===== src/rtl/reset_sequencer.sv =====
// Domain reset sequencer: holds all domain resets for a minimum time, then releases
// them one by one with a fixed stagger; software requests replay the sequence.
module reset_sequencer #(
  parameter int NUM_OUTPUTS    = 4,
  parameter int ASSERT_CYCLES  = 16,
  parameter int STAGGER_CYCLES = 4,
  parameter int CNT_WIDTH      = 8
) (
  input  logic                   clk,
  input  logic                   rst_n_in,
  input  logic                   sw_rst_req,
  output logic                   sw_rst_ack,
  output logic [NUM_OUTPUTS-1:0] rst_n_out,
  output logic                   rst_done,
  output logic                   busy
);

  localparam int IDX_W = $clog2(NUM_OUTPUTS + 1);
  localparam logic [CNT_WIDTH-1:0] ASSERT_LAST  = CNT_WIDTH'(ASSERT_CYCLES - 1);
  localparam logic [CNT_WIDTH-1:0] STAGGER_LAST = CNT_WIDTH'(STAGGER_CYCLES - 1);
  localparam logic [IDX_W-1:0]     IDX_ALL      = IDX_W'(NUM_OUTPUTS);

  typedef enum logic [1:0] {
    S_HOLD,
    S_RELEASE,
    S_RUN
  } state_e;

  state_e                 state_q, state_d;
  logic [CNT_WIDTH-1:0]   cnt_q, cnt_d;
  logic [IDX_W-1:0]       idx_q, idx_d;
  logic [NUM_OUTPUTS-1:0] rst_n_out_q, rst_n_out_d;
  logic                   ack_q, ack_d;
  logic                   done_q, done_d;
  logic                   busy_q, busy_d;

  // NOTE: every signal gets a default before the case so no path leaves it
  // unassigned; otherwise synthesis infers a latch to hold the old value.
  always_comb begin
    state_d     = state_q;
    cnt_d       = cnt_q;
    idx_d       = idx_q;
    rst_n_out_d = rst_n_out_q;
    ack_d       = ack_q & sw_rst_req;

    case (state_q)
      S_HOLD: begin
        if (cnt_q == ASSERT_LAST) begin
          rst_n_out_d[0] = 1'b1;
          cnt_d          = '0;
          idx_d          = IDX_W'(1);
          state_d        = S_RELEASE;
        end else begin
          cnt_d = cnt_q + CNT_WIDTH'(1);
        end
      end
      S_RELEASE: begin
        if (idx_q == IDX_ALL) begin
          state_d = S_RUN;
        end else if (cnt_q == STAGGER_LAST) begin
          for (int k = 0; k < NUM_OUTPUTS; k++) begin
            if (idx_q == IDX_W'(k)) rst_n_out_d[k] = 1'b1;
          end
          idx_d = idx_q + IDX_W'(1);
          cnt_d = '0;
        end else begin
          cnt_d = cnt_q + CNT_WIDTH'(1);
        end
      end
      S_RUN:   ;
      default: state_d = S_HOLD;
    endcase

    // A pending request is taken on the very edge the sequence would reach RUN.
    if (state_d == S_RUN && sw_rst_req && !ack_q) begin
      state_d     = S_HOLD;
      cnt_d       = '0;
      idx_d       = '0;
      rst_n_out_d = '0;
      ack_d       = 1'b1;
    end

    done_d = (state_d == S_RUN);
    busy_d = (state_d != S_RUN);
  end

  // NOTE: state registers use non-blocking assignments so every flop samples
  // the pre-edge values, independent of process evaluation order.
  always_ff @(posedge clk or negedge rst_n_in) begin
    if (!rst_n_in) begin
      state_q     <= S_HOLD;
      cnt_q       <= '0;
      idx_q       <= '0;
      rst_n_out_q <= '0;
      ack_q       <= 1'b0;
      done_q      <= 1'b0;
      busy_q      <= 1'b1;
    end else begin
      state_q     <= state_d;
      cnt_q       <= cnt_d;
      idx_q       <= idx_d;
      rst_n_out_q <= rst_n_out_d;
      ack_q       <= ack_d;
      done_q      <= done_d;
      busy_q      <= busy_d;
    end
  end

  assign sw_rst_ack = ack_q;
  assign rst_n_out  = rst_n_out_q;
  assign rst_done   = done_q;
  assign busy       = busy_q;

endmodule


===== config.mk =====
export PLATFORM = sky130hd
export DESIGN_NAME = reset_sequencer
export DESIGN_NICKNAME = d
export VERILOG_FILES = /design/src/rtl/reset_sequencer.sv
export SDC_FILE = /design/constraint.sdc
export NUM_CORES = 1
export LEC_CHECK = 0
export CAP_MARGIN = 5
export CORE_ASPECT_RATIO = 1.2
export CORE_MARGIN = 8
export CORE_UTILIZATION = 50
export DETAILED_ROUTE_END_ITERATION = 8
export PLACE_DENSITY = 0.71
export SYNTH_ARGS = -nofsm -noshare
export SYNTH_HDL_FRONTEND = slang
export SYNTH_SLANG_ARGS = --single-unit

===== constraint.sdc =====
create_clock -name clk -period 4.5 [get_ports clk]
set_input_delay 1.35 -clock clk [delete_from_list [all_inputs] [get_ports clk]]
set_output_delay 1.35 -clock clk [all_outputs]
set_load 0.1 [all_outputs]

== Yosys cells after proc, flatten, opt, wreduce, memory -nomap -nowiden ==
Cells that the tools add are included.

* Multiplexer cells: 25
* Reduce and logical (&&, ||, !) cells: 17
* Bitwise logic cells: 1
* Add/sub/neg operators: 2
* Equal/unequal tests: 16

{| class="wikitable"
|+ Operators by type and width
! operator !! number
|-
| $mux 8 || 4
|-
| $pmux 8 s2 || 1
|-
| $reduce_and 4->1 || 4
|-
| $mux 3 || 5
|-
| $mux 4 || 3
|-
| $ne 3x3->1 const B || 4
|-
| $reduce_bool 2->1 || 5
|-
| $add 8x1->8 const B || 1
|-
| $eq 8x2->1 const B || 1
|-
| $eq 8x4->1 const B || 1
|-
| $eq 2x2->1 const B || 3
|-
| $eq 3x2->1 const B || 2
|-
| $mux 1 || 6
|-
| $mux 2 || 3
|-
| $pmux 2 s3 || 1
|-
| $pmux 3 s2 || 1
|-
| $reduce_and 5->1 || 1
|-
| $add 3x1->3 const B || 1
|-
| $eq 3x1->1 const B || 1
|-
| $eq 3x3->1 const B || 1
|-
| $logic_not 3->1 || 1
|-
| $reduce_bool 3->1 || 1
|-
| $eq 2x1->1 const B || 1
|-
| $logic_and 1x1->1 || 2
|-
| 7 further kinds || 7
|}

* Flip-flop bits (word level): 20
* Word-level logic and storage cells: 71
* Output and inout bits: 7
* Input port bits: 3

== Depth between registers and ports, before layout ==
Gate-level depths: netlist of run 1.

* Depth in word-level cells: 8
* Gate-level depth with buffers: 8
* Gate-level depth less buffers: 7

== Worst setup path after synthesis of run 1 ==
Ideal clock, no wire load.

* Path type: in2reg
* Start: input sw_rst_req
* End: register idx_q[0]
* Setup time: 0.125 ns
* Arrival: 2.518 ns
* Slack: 1.857 ns
* Stages on the path: 7
* Buffers on the path: 2
* Data required time: 4.375 ns
* Cells stage by stage: nand2b_1 buf_6 o21ai_1 nand2_1 or3_1 buf_6 mux2_4

* Word-level cells in the longest chain between the ends: 4
* Elaborated cells on any way between the ends: 8
* Classes of those cells: eq/ne: 3; mux: 1; reduce/logical: 4

{| class="wikitable"
|+ Ends and longest elaborated chain
! item !! RTL line !! RTL
|-
| start, declared || 11 || <nowiki>input logic sw_rst_req,</nowiki>
|-
| $logic_and 1x1->1 * (2 in series) || 75 || <nowiki>if (state_d == S_RUN && sw_rst_req && !ack_q) begin</nowiki>
|-
| $ne 3x3->1 (no source line) or $reduce_bool 3->1 (tied branches) || - ||
|-
| $reduce_and 4->1 (no source line) || - ||
|-
| end signal, assigned || 101 || <nowiki>idx_q <= idx_d;</nowiki>
|-
| end, declared || 31 || <nowiki>logic [IDX_W-1:0] idx_q, idx_d;</nowiki>
|}

Mark *: on every way between the ends. The rest lies on a longest branch, timed or not.
A chain may end at the register's enable or synchronous reset.

== Worst setup path after layout of run 1 ==
* Start: register busy_q (netlist: busy)
* End: output busy

{| class="wikitable"
|+ RTL lines
! item !! RTL line !! RTL
|-
| start, declared || 35 || <nowiki>logic busy_q, busy_d;</nowiki>
|-
| start signal, assigned || 105 || <nowiki>busy_q <= busy_d;</nowiki>
|-
| end, declared || 15 || <nowiki>output logic busy</nowiki>
|}

No word-level cell between the ends.

==> results by stage, run 1 <==
Routing:
- The ratio of routed vias to standard cells is between 5 and 6.
- The count of nets left with antenna violations once routing finished came out at 0.
- The pre-antenna-repair detailed-routing pass consisted of 4 iterations.
- For this block, the initial DRC count from the detailed router was 27.
- The final route contains 828 vias.
- The aggregate routed wire length is about 2200 um.
- The routed wirelength normalized by instance count is about 14 um.
- The post-detailed-route DRC marker count is 0.

Finish:
- The post-route core utilization is ~58%.
- In the layout the commonest cells are 19 x dfrtp_1, 14 x nor2_1, 11 x nand2_1, 9 x clkdlybuf4s50_1, 7 x inv_1.
- Relative to the synthesized area, the layout overhead comes to 13.0%.
- Leaving out filler cells and counting taps, the final layout contains around 150.
- The library cell used most frequently in the layout, excluding fill and tap cells, is dfrtp_1.
- 0 antenna diodes ended up in the layout.
- The register area is 502 um^2.
- The ratio of cells with drive above 1 in the final layout is 11.5%.
- The multi-input gate area in the final layout is 578 um^2.
- In the final design database the tool counted between 100 and 150 nets.
- The count of fill cells added during filler insertion is between 200 and 250.

Timing:
- The worst pin sits at a relative slew slack of 34.7%.
- Setup repair after global routing left no endpoint under its margin.
- The final number of max-transition violations came to 0.
- The peak clock frequency supported by timing is ~0.30 GHz.
- The final hold violation count was 0.
- Setup violations remaining at the end of the flow were counted as 0.
- Clock skew on the completed layout was measured at 0.0179 ns.
- The shortest clock period the worst path allows after layout is around 3.3 ns.
- The portion of the clock cycle consumed by the worst path in the final layout is roughly 73%.
- For the final routed database, the setup TNS stands at 0 ns.
- For the pin with the worst max-slew slack, the measured transition is between 0.9 and 1 ns.

GRT:
- Entering global routing, the biggest net connects 21 pins.
- The sum of overflow across all layers after global routing is 0.
- The number of global-route vias before repair was around 860.
- The global-route wire length before repair is ~3800 um.
- The initial antenna violation count is 0.
- The overall routing resource usage is about an eighth.

Critical path:
- The setup slack of the worst register-to-register path is between 2 and 2.5 ns.
- The kind of critical path is flop to primary output.
- The highest-delay cell along the critical path is clkdlybuf4s50_1.
- The count of cells along the worst register-to-register path is 7.
- The critical path's top delay family is buffers and inverters.
- The signal on the critical path passes through clkdlybuf4s50_1.
- The capturing element type of the critical path is a primary output.
- The arrival time reported for the critical path endpoint is slightly below 2 ns.
- The origin of the critical flop-to-flop path is idx_q[0].
- For this run, the slowest stage of the critical path takes about 1.1 ns.
- The worst path buffer plus inverter count is 1.
- The startpoint kind of the worst setup timing path is a flop.
- The maximum fanout count along the critical path is 1.
- The data required time at the worst endpoint is 3.15 ns.
- The capture instance of the worst register-to-register path is idx_q[2].

Synth:
- The count of cell types in the netlist is 42.
- Of the post-synthesis cell area, the part taken by muxes is about 4.5%.
- The synthesized area per cell is 10.1 um^2.
- The share of Yosys cell area claimed by the top area cell type is 41.7%.
- Summing the areas of all compound-gate instances in the mapped netlist gives 19.0% of the synthesized area.
- The sequential fraction of the synthesis area is between 40 and 50%.
- The biggest area contributor in the post-synthesis netlist is dfrtp_1.
- The adder-cell share of the synthesized area is between 6 and 7%.
- The number of nets produced by synthesis is around 120.
- After Yosys synthesis, XOR and XNOR cells account for 0% of the synthesized area.
- The fraction of registers with async set or reset after synthesis is between 90% and 100%.
- Synthesis produced 113 cells.
- The area fraction in and, or, nand and nor cells after synthesis is around 21%.
- After synthesis the cells add up to between 0.001 and 0.0015 mm^2.
- By area, the combinational part of the netlist is dominated by simple AND/OR/NAND/NOR gates.
- The synthesized design contains 20 register bits.
- Yosys printed 0 warnings.
- For this run, the leading register cell type out of synthesis is dfrtp_1.
- The number of synthesized flops with an enable pin is 0.
- Yosys attributes the largest share of cell area to dfrtp_1 42%, ha_1 6.6%, nor2_1 4.6%, nand2_1 3.6%, a21o_1 3.3%.

Clocking:
- The number of hold buffers added after CTS was 0.
- The number of sinks driven by the clock tree is 20.
- TritonCTS built the clock tree.
- Clock-pin slew was measured on the worst setup and hold paths at between 0.1 and 0.15 ns.
- At the later pin of the worst-skew pair, clock insertion delay measures a little over 0.3 ns.
- The buffer depth of the longest clock path is 2.
- Gates resized during post-CTS repair numbered 0.
- TritonCTS created 3 clock buffers.
- Once the clock tree was built, the setup fixing pass inserted 0 buffers.
- The depth of the CTS H-tree is 1.
- The root buffer cell is clkbuf_4.

Power and ir drop:
- The power density of the placed cells is between 700 and 800 mW/mm^2.
- In this run, the combinational gates consume around 50% of the power.
- Summing internal, switching and leakage power gives slightly above 900 uW.
- Sequential cells account for roughly a third of the total power.
- The switching power share of the total is about 45%.
- The internal power contribution is ~500 uW.
- The analysis attributes to net switching a power of approximately 420 uW.
- The clock network burns 16.0% of the power.
- IR analysis of the VDD net gives a maximum drop of 420 uV.
- The leakage power is 0.000611 uW.

Status:
- The flow ran to the end, and the final reports show no timing, DRC or antenna violations.

Die:
- The floorplan step defined a die boundary enclosing between 0.004 and 0.005 mm^2.
- The width of the die is slightly below 60 um.
- The I/O pin count is 10.
- The effective utilization at floorplan is between 50% and 60%.
- The number of cell rows is 19.
- The height of the die is slightly below 70 um.
- The core region is around 0.0022 mm^2.

Placement:
- The count of buffers added on input and output ports is 9.
- The number of placed instances with taps included is around 150.
- The half-perimeter wire length after placement is between 1500 and 2000 um.
- Routability-driven placement finished with a final weighted congestion of approximately 0.85.

Worst hold path:
- The path with the worst hold slack has its endpoint at sw_rst_ack.
- The type of the most critical hold path is flop to flop.
- The startpoint of the tightest hold check path is sw_rst_ack.
- Counting instances, the worst hold path has a depth of 1.

Flow run:
- The max-cap check violation count is 0.
[kinds of logic after synthesis]
| kind of cell | count (synthesis) |
|---|---|
| AO/OA/AOI/OAI | 28 |
| AND/OR/NAND/NOR | 44 |
| adder cells (fa/ha/maj) | 6 |
| flip-flops | 20 |
| buffers and inverters | 11 |
| multiplexers | 4 |
[cell usage after synthesis (all sizes together) (2+ instances only)]
cell   instances
nor2          14
nand2         11
a22o           4
a21o           5
buf            3
ha             6
inv            7
dfrtp         19
a21oi          5
mux2           3
o21ai          5
nand4          2
a31oi          2
and3           2
nand3          4
[power groups by stage]
| stage | registers, uW | clock network, uW | logic [uW] |
|---|---|---|---|
| after floorplan | 441 | 0 | 253 |
| after global placement | 322 | 0 | 447 |
| after detailed placement | 326 | 0 | 453 |
| after CTS | 323 | 153 | 456 |
| after global routing | 335 | 161 | 491 |
| final | 323 | 147 | 450 |
[per-layer routing]
metal / global-route usage (%) / vias to the layer above / share of wire (%)
met5: 0 / - / 0
met3: 1.88 / 2 / 2.6
met2: 22.8 / 6 / 53
li1: - / 419 / -
met4: 5.37 / 0 / 0.96
met1: 13.2 / 401 / 43
[through the flow]
stage / hold WS (ns) / worst slack [ns] / area, um^2
2_1_floorplan: 0.490 / 1.86 / 1140
3_3_place_gp: 0.480 / 1.14 / 1230
3_5_place_dp: 0.491 / 1.07 / 1230
4_1_cts: 0.526 / 1.18 / 1290
5_1_grt: 0.543 / 1.15 / 1290
6_report: 0.520 / 1.20 / 1290
[worst max-delay path by stage]
stage,startpoint,depth (start not counted),endpoint,slack (ns)
2_1_floorplan,sw_rst_req,7,idx_q[0],1.86
3_3_place_gp,sw_rst_req,6,idx_q[0],1.14
3_5_place_dp,sw_rst_req,6,idx_q[2],1.07
4_1_cts,busy,1,busy,1.18
5_1_grt,busy,1,busy,1.15
6_report,busy,1,busy,1.20
[flip-flops by register name (all words and copies together), names as in the netlist]
signal / flops
rst_n_out: 4
rst_done: 1
idx_q: 3
sw_rst_ack: 1
cnt_q: 8
busy: 1
state_q: 2
[layout make-up]
cell class	instances	area share (%)
Timing Repair Buffer	9	7.00
Clock buffer	3	1.75
Inverter	7	2.04
Clock inverter	1	2.33
Sequential cell	20	39.0
Multi-Input combinational cell	82	44.9
Tap cell	31	3.01
(Power assumes the default switching activity.)
==> run 2: changes to the inputs <==
PLACE_DENSITY = 0.73   (was 0.71)
clock period = 2.9 ns   (was 4.5 ns; I/O delays follow)
==> run 2 against run 1 <==
First-iteration DRC count fell by 22%. Clock skew shrank 0.0055 ns. Count of clock-buffer cells in the layout is 1 higher. Sequential power increased by 55%. Largest cell class unchanged.
==> results by stage, run 2 (synthesized netlist as in run 1, its figures left out) <==
Critical path:
- STA puts the critical path data arrival time at 2.59 ns.
- Walking the worst path, the cells encountered are clkdlybuf4s50_1, nand2b_1, o21ai_2, o32ai_1, or3_1, mux2_4.
- Counting both buffers and inverters, the worst setup path holds a total of 1.
- STA classifies the critical path startpoint as an input pin.
- In this run the critical register-to-register path is launched from idx_q[0].
- The peak per-stage delay on the critical path is about 0.47 ns.
- The critical path starts at sw_rst_req.
- Among cell families on the critical path, the largest total delay comes from simple AND/OR/NAND/NOR gates.
- The highest-delay cell along the critical path is clkdlybuf4s50_1.
- STA classifies the critical path endpoint as a flop.
- The data required time at the worst endpoint is 3.08 ns.
- The kind of critical path is input pin to flop.
- Along the worst path, the maximum fanout reaches 7.

Timing:
- The clock arrives with 0.0124 ns of skew.
- The final number of max-transition violations came to 0.
- Setup repair after global routing left no endpoint under its margin.
- The peak clock frequency supported by timing is between 0.4 and 0.5 GHz.
- The slew of the pin with the lowest slew margin is 0.381 ns.
- Measured against its own limit, the worst slew margin works out to ~74%.
- The final hold violation count is 0.
- For the final routed database, the setup TNS stands at 0 ns.
- The portion of the clock cycle consumed by the worst path in the final layout is 82.9%.
- Setup violations remaining at the end of the flow were counted as 0.
- The smallest clock period supported by the final layout is computed as roughly 2.4 ns.

Status:
- The run finished with clean final reports.

Power and ir drop:
- The power density of the placed cells is 1050 mW/mm^2.
- The power consumption is roughly 1300 uW.
- VDD sags by at most around 620 uV.
- The leakage power is a little over 0.0006 uW.

Finish:
- Leaving out fill and tap cells, the most frequent cells in the layout are 19 x dfrtp_1, 14 x nor2_1, 11 x nand2_1, 10 x buf_4, 7 x inv_1.
- The layout net count is approximately 140.
- The flip-flop count of the largest register, all copies and words added is 8.
- From synthesis to final layout, the design area changed by 11.1%.
- The diode insertion count for antenna repair is 0.
- The register with the most flip-flops is cnt_q.
- The ratio of cells with drive above 1 in the final layout is between 10% and 20%.
- Leaving out fill and tap cells, the most frequent cell in the layout is dfrtp_1.

Routing:
- The first detailed-routing pass took 4 iterations.
- After detailed routing, the number of remaining DRC violations is 0.
- Using the TritonRoute via totals, the vias-per-cell ratio works out to between 5 and 6.
- The DRC violation total after the first TritonRoute iteration is 21.
- Wires add up to 2160 um.
- The routed layout has about 850 vias.
- The routed wirelength normalized by instance count is 13.8 um.
- The remaining antenna violation count is 0.

Flow run:
- The max-cap check violation count is 0.

Worst hold path:
- In this run the worst hold path is classified as flop to flop.
- The worst hold path begins at rst_n_out[3].

Clocking:
- In this run the post-CTS setup repair buffer count came out at 0.
- The quantity of gates resized following cts is 0.
- The total clock buffers created by CTS is 3.
- For this design, the CTS-stage hold fixing added 0 buffers.
- Clock-pin slew was measured on the worst setup and hold paths at between 0.1 and 0.15 ns.
- The buffer depth of the longest clock path is 2.
- The number of sinks driven by the clock tree is 20.
- The depth of the CTS H-tree is 1.
- The root buffer cell is clkbuf_4.
- At the later pin of the worst-skew pair, clock insertion delay measures approximately 0.30 ns.
- TritonCTS built the clock tree.

GRT:
- The maximum number of pins on one net before global-route repair is 21.
- The global-route wire length before repair is around 3900 um.
- The total overflow left after global routing is 0.
- The number of global-route vias before repair is just under 900.
- The initial antenna violation count came to 0.
- In the global route stage, overall resource usage came out at 12.6%.

Die:
- Pin placement for this block handled 10 I/O pins.
- The effective utilization at floorplan is around half.
- The width of the die is 59.6 um.
- In this run the vertical extent of the chip is 68.3 um.
- The standard cell core area is around 0.0022 mm^2.
- The floorplan has 19 rows.
- The overall die area is about 0.0041 mm^2.

Placement:
- The count of port buffers added during placement is 9.
- Routability-driven placement finished with a final weighted congestion of between 0.8 and 0.9.
- Summed over all nets, the half-perimeter wirelength after detailed placement is ~1600 um.
-- run 2: changes by cell type in the layout (fill, tap and decap cells not counted) --
| cell | change |
|---|---|
| buf_4 | +10 |
| bufinv_16 | -1 |
| clkbuf_1 | +1 |
| clkdlybuf4s50_1 | -7 |
-- run 2: cell type report --
| cell class | count | area (um^2) |
|---|---|---|
| flip-flops and latches | 20 | 502 |
| fillers | 214 | 968 |
| inverters | 7 | 26.3 |
| clock buffers | 4 | 26.3 |
| repair buffers | 12 | 95.1 |
| multi-input cells | 82 | 578 |
| well taps | 31 | 38.8 |
-- run 2: final timing paths --
| path | end | slack, ns | cells after the start |
|---|---|---|---|
| worst max-delay path | idx_q[0] | 0.49 | 6 |
| worst min-delay path | rst_n_out[3] | 0.52 | 2 |
| worst max register to register | idx_q[0] | 0.74 | 7 |
| worst min register to register | rst_n_out[3] | 0.52 | 2 |
| max in group asynchronous | busy | 1.72 | 2 |
| min in group asynchronous | rst_n_out[3] | 0.90 | 2 |
-- run 2: worst min-delay path, delay by kind of cell, from the launching register on --
family	cells	cell delay, ns
DFF	1	0.37
AOI/OAI and AO/OA	1	0.05
and+or+nand+nor	1	0.07
-- run 2: per-stage QoR --
step	hold WS, ns	area (um^2)	utilization [%]	instances	setup WS [ns]
floorplan	0.490	1140	-	113	0.626
global placement	0.481	1240	55.5	152	0.252
detailed placement	0.500	1240	55.5	152	0.199
CTS	0.527	1270	56.7	156	0.514
global route	0.558	1270	56.7	156	0.377
finish	0.518	1270	56.7	156	0.495
-- run 2: power by group --
group	internal, uW	leakage (uW)	switching, uW
sequential	377	0.000247	125
clock	53.6	0.0000150	80.6
combinational	252	0.000359	436
total	683	0.000620	641
-- run 2: routing by layer --
metal	up-vias	routed length, um	part of all wire (%)	global-route usage (%)
met4	0	28	1.3	5.97
li1	424	-	-	-
met5	-	0	0	0
met1	414	917	43	13.3
met2	9	1140	53	22.7
met3	4	72	3.3	3.20
==> run 3: changes to the inputs <==
clock period = 2 ns   (was 2.9 ns; I/O delays follow)
==> run 3 against run 2 <==
Register-to-register slack worse by 0.62 ns. Critical path depth rose by 1. Clock skew fell by 0.0047 ns. Hold slack better by 0.038 ns. Global-route usage increased by 0.21 points. Sequential power is 48% higher. Design area increased by 14%. Count of clock-buffer cells in the layout did not move. Core utilization is 7.7 points higher. Via count rose by 4.7%. Clock power increased by 50%. Highest routed layer unchanged.
==> results by stage, run 3 (synthesized netlist as in run 1, its figures left out) <==
Finish:
- The register with the most flip-flops is cnt_q.
- The ratio of cells with drive above 1 in the final layout is about 28%.
- The layout net count is around 140.
- In the final layout, the multi-input gates occupy 603 um^2.
- The flip-flop count of the largest register, all copies and words added is 8.
- Compared with the post-synthesis result, the final layout area differs by 26.1%.
- The final cell count without fillers is between 150 and 200.
- 0 antenna diodes ended up in the layout.
- Fill cells in the final layout number 211.
- The finished cells cover ~0.0014 mm^2.
- Registers take 505 um^2.
- The library cells used most frequently in the layout, excluding fill and tap cells, are 18 x dfrtp_1, 14 x nor2_1, 10 x nand2_1, 10 x buf_4, 7 x buf_12.
- The most common cell after layout, fill and taps aside is dfrtp_1.

Routing:
- The total via count in the routed design is between 800 and 900.
- Using the TritonRoute via totals, the vias-per-cell ratio works out to around 5.5.
- The detail route stage leaves a number of antenna-violating nets equal to 0.
- The first detailed-routing pass took 4 iterations.
- After detailed routing, the number of remaining DRC violations is 0.
- The routed wirelength normalized by instance count is approximately 14 um.
- After the first detailed-routing iteration, the DRC count stood at 21.
- The aggregate routed wire length is about 2300 um.

Placement:
- In this run the tool buffered the top-level ports with 9 buffer cells.
- The number of placed instances with taps included is around 160.
- The post-placement worst setup slack is -0.315 ns.
- The global placement routability congestion is between 0.7 and 0.8.
- Detailed placement finished with a half-perimeter wire length of ~1800 um.
- Once placement finished, the instance area stood at between 0.001 and 0.0015 mm^2.

Die:
- The width of the die is between 50 and 60 um.
- Measured along the y axis, the die boundary spans 68.3 um.
- During I/O placement, the number of pins put on the boundary was 10.
- The floorplan step defined a core boundary enclosing approximately 0.0022 mm^2.
- The effective utilization at floorplan is about half.
- The overall die area is 0.00407 mm^2.
- The number of cell rows is 19.

GRT:
- The first global-routing pass estimated around 3900 um of wire.
- Global routing finished with a remaining overflow of 0.
- The maximum number of pins on one net before global-route repair is 21.
- The number of global-route vias before repair is 906.
- The initial antenna violation count is 0.
- Global routing used 12.8% of the available tracks across all layers.

Clocking:
- The root buffer cell is clkbuf_4.
- Hold repair after CTS inserted 0 buffers.
- The number of clock buffers added by TritonCTS is 3.
- After clock tree synthesis, the clock-pin slew on the worst setup and hold paths is ~0.10 ns.
- CTS built an H-tree with a depth of 1.
- The number of buffers inserted by post-CTS setup repair is 0.
- The number of gates resized after CTS was 0.
- Counting every sink on the clock net gives 20.
- The worst-skew pair later-pin latency is about 0.31 ns.
- The clock passes through at most 2 buffers.
- The clock tree from TritonCTS is built.

Timing:
- At the pin with the least slew margin, the transition time is about 0.29 ns.
- The shortest clock period the worst path allows after layout is ~1.9 ns.
- The worst path uses 93.9% of the clock period.
- Summed over all failing endpoints, the final setup total negative slack is 0 ns.
- The final number of max-transition violations is 0.
- The final hold slack is 0.555 ns.
- The worst-case headroom to the max-slew limit is between 80 and 90%.
- The final worst slack is about 0.12 ns.
- The number of failing setup endpoints in the final timing report is 0.
- The clock skew after layout is just under 0.008 ns.
- The peak clock frequency supported by timing is between 0.5 and 0.6 GHz.
- The final hold violation count came to 0.
- Setup repair after global routing left no endpoint under its margin.

Critical path:
- Data arrives at the worst endpoint at around 2.1 ns.
- The critical path goes through inv_2, ha_2, nand2_2, o21ai_2, o32ai_1, or3_4, mux2_4.
- The highest-delay cell along the critical path is dfrtp_1.
- The kind of cell with the highest combined delay along the critical path is simple AND/OR/NAND/NOR gates.
- At the worst endpoint, the required time is approximately 2.2 ns.
- The maximum fanout count along the critical path is 5.
- The worst setup path is captured at a flop.
- By startpoint and endpoint, the worst setup path is classified as flop to flop.
- The peak per-stage delay on the critical path is 0.42 ns.
- STA classifies the critical path startpoint as a flop.
- Together, buffers and inverters on the worst path number 1.

Power and ir drop:
- Of the total power, the clock network draws 9.3%.
- The maximum vdd drop is ~880 uV.
- The analysis attributes to cell leakage a power of slightly above 0.0007 uW.
- Internal power comes to between 1000 and 1500 uW.
- For this design the total switching power over the nets is 985 uW.
- Net switching is around 45% of the power.
- The power density of the placed cells is around 1500 mW/mm^2.
- Per report_power, the sequential group accounts for about a third of the total.
- Of the total power, combinational logic draws between 50% and 60%.

Flow run:
- Across the run, the number of max-cap violations was 0.

Status:
- The flow ran to the end, and the final reports show no timing, DRC or antenna violations.

Worst hold path:
- The type of the most critical hold path is flop to flop.
==> run 3: path summary, 6_finish.rpt <==
check / startpoint / end / slack, ns / depth (start not counted)
max reg2reg: idx_q[1] / idx_q[2] / 0.12 / 7
min reg2reg: cnt_q[1] / cnt_q[1] / 0.56 / 2
min: cnt_q[1] / cnt_q[1] / 0.56 / 2
min in group asynchronous: rst_n_in / rst_n_out[3] / 0.62 / 2
max in group asynchronous: rst_n_in / busy / 1.10 / 2
max: idx_q[1] / idx_q[2] / 0.12 / 7
==> run 3: stage by stage <==
| stage | utilization, % | total power [uW] |
|---|---|---|
| finish | 64.3 | 2170 |
| global route | 64.3 | 2310 |
| CTS | 63.4 | 2170 |
| detailed placement | 62.3 | 1970 |
| global placement | 62.3 | 1920 |
| floorplan | - | 1560 |
==> run 3: worst reg2reg max path, stage by stage (launching register included) <==
cell and delay, ns:
dfrtp_1 0.42, inv_2 0.09, ha_2 0.18, nand2_2 0.10, o21ai_2 0.18, o32ai_1 0.10, or3_4 0.40, mux2_4 0.30
==> run 3: layer usage <==
layer	GRT usage (%)	share of wire, %	up-vias
li1	-	-	444
met1	13.5	45	433
met2	23.5	51	9
met3	2.63	2.4	5
met4	6.27	2.0	0
met5	0	0	-
==> run 3: area by class of cell <==
| type | instances | share of cell area [%] |
|---|---|---|
| inverters | 7 | 1.83 |
| repair buffers | 19 | 16.5 |
| flip-flops and latches | 20 | 35.2 |
| clock buffers | 4 | 1.83 |
| well taps | 31 | 2.70 |
| multi-input cells | 82 | 41.9 |
==> run 3: power groups by stage <==
stage / combinational [uW] / sequential (uW) / clock, uW
after global placement: 1180 / 740 / 0
after global routing: 1320 / 772 / 217
after detailed placement: 1220 / 751 / 0
final: 1230 / 742 / 201
after CTS: 1220 / 743 / 205
after floorplan: 571 / 994 / 0
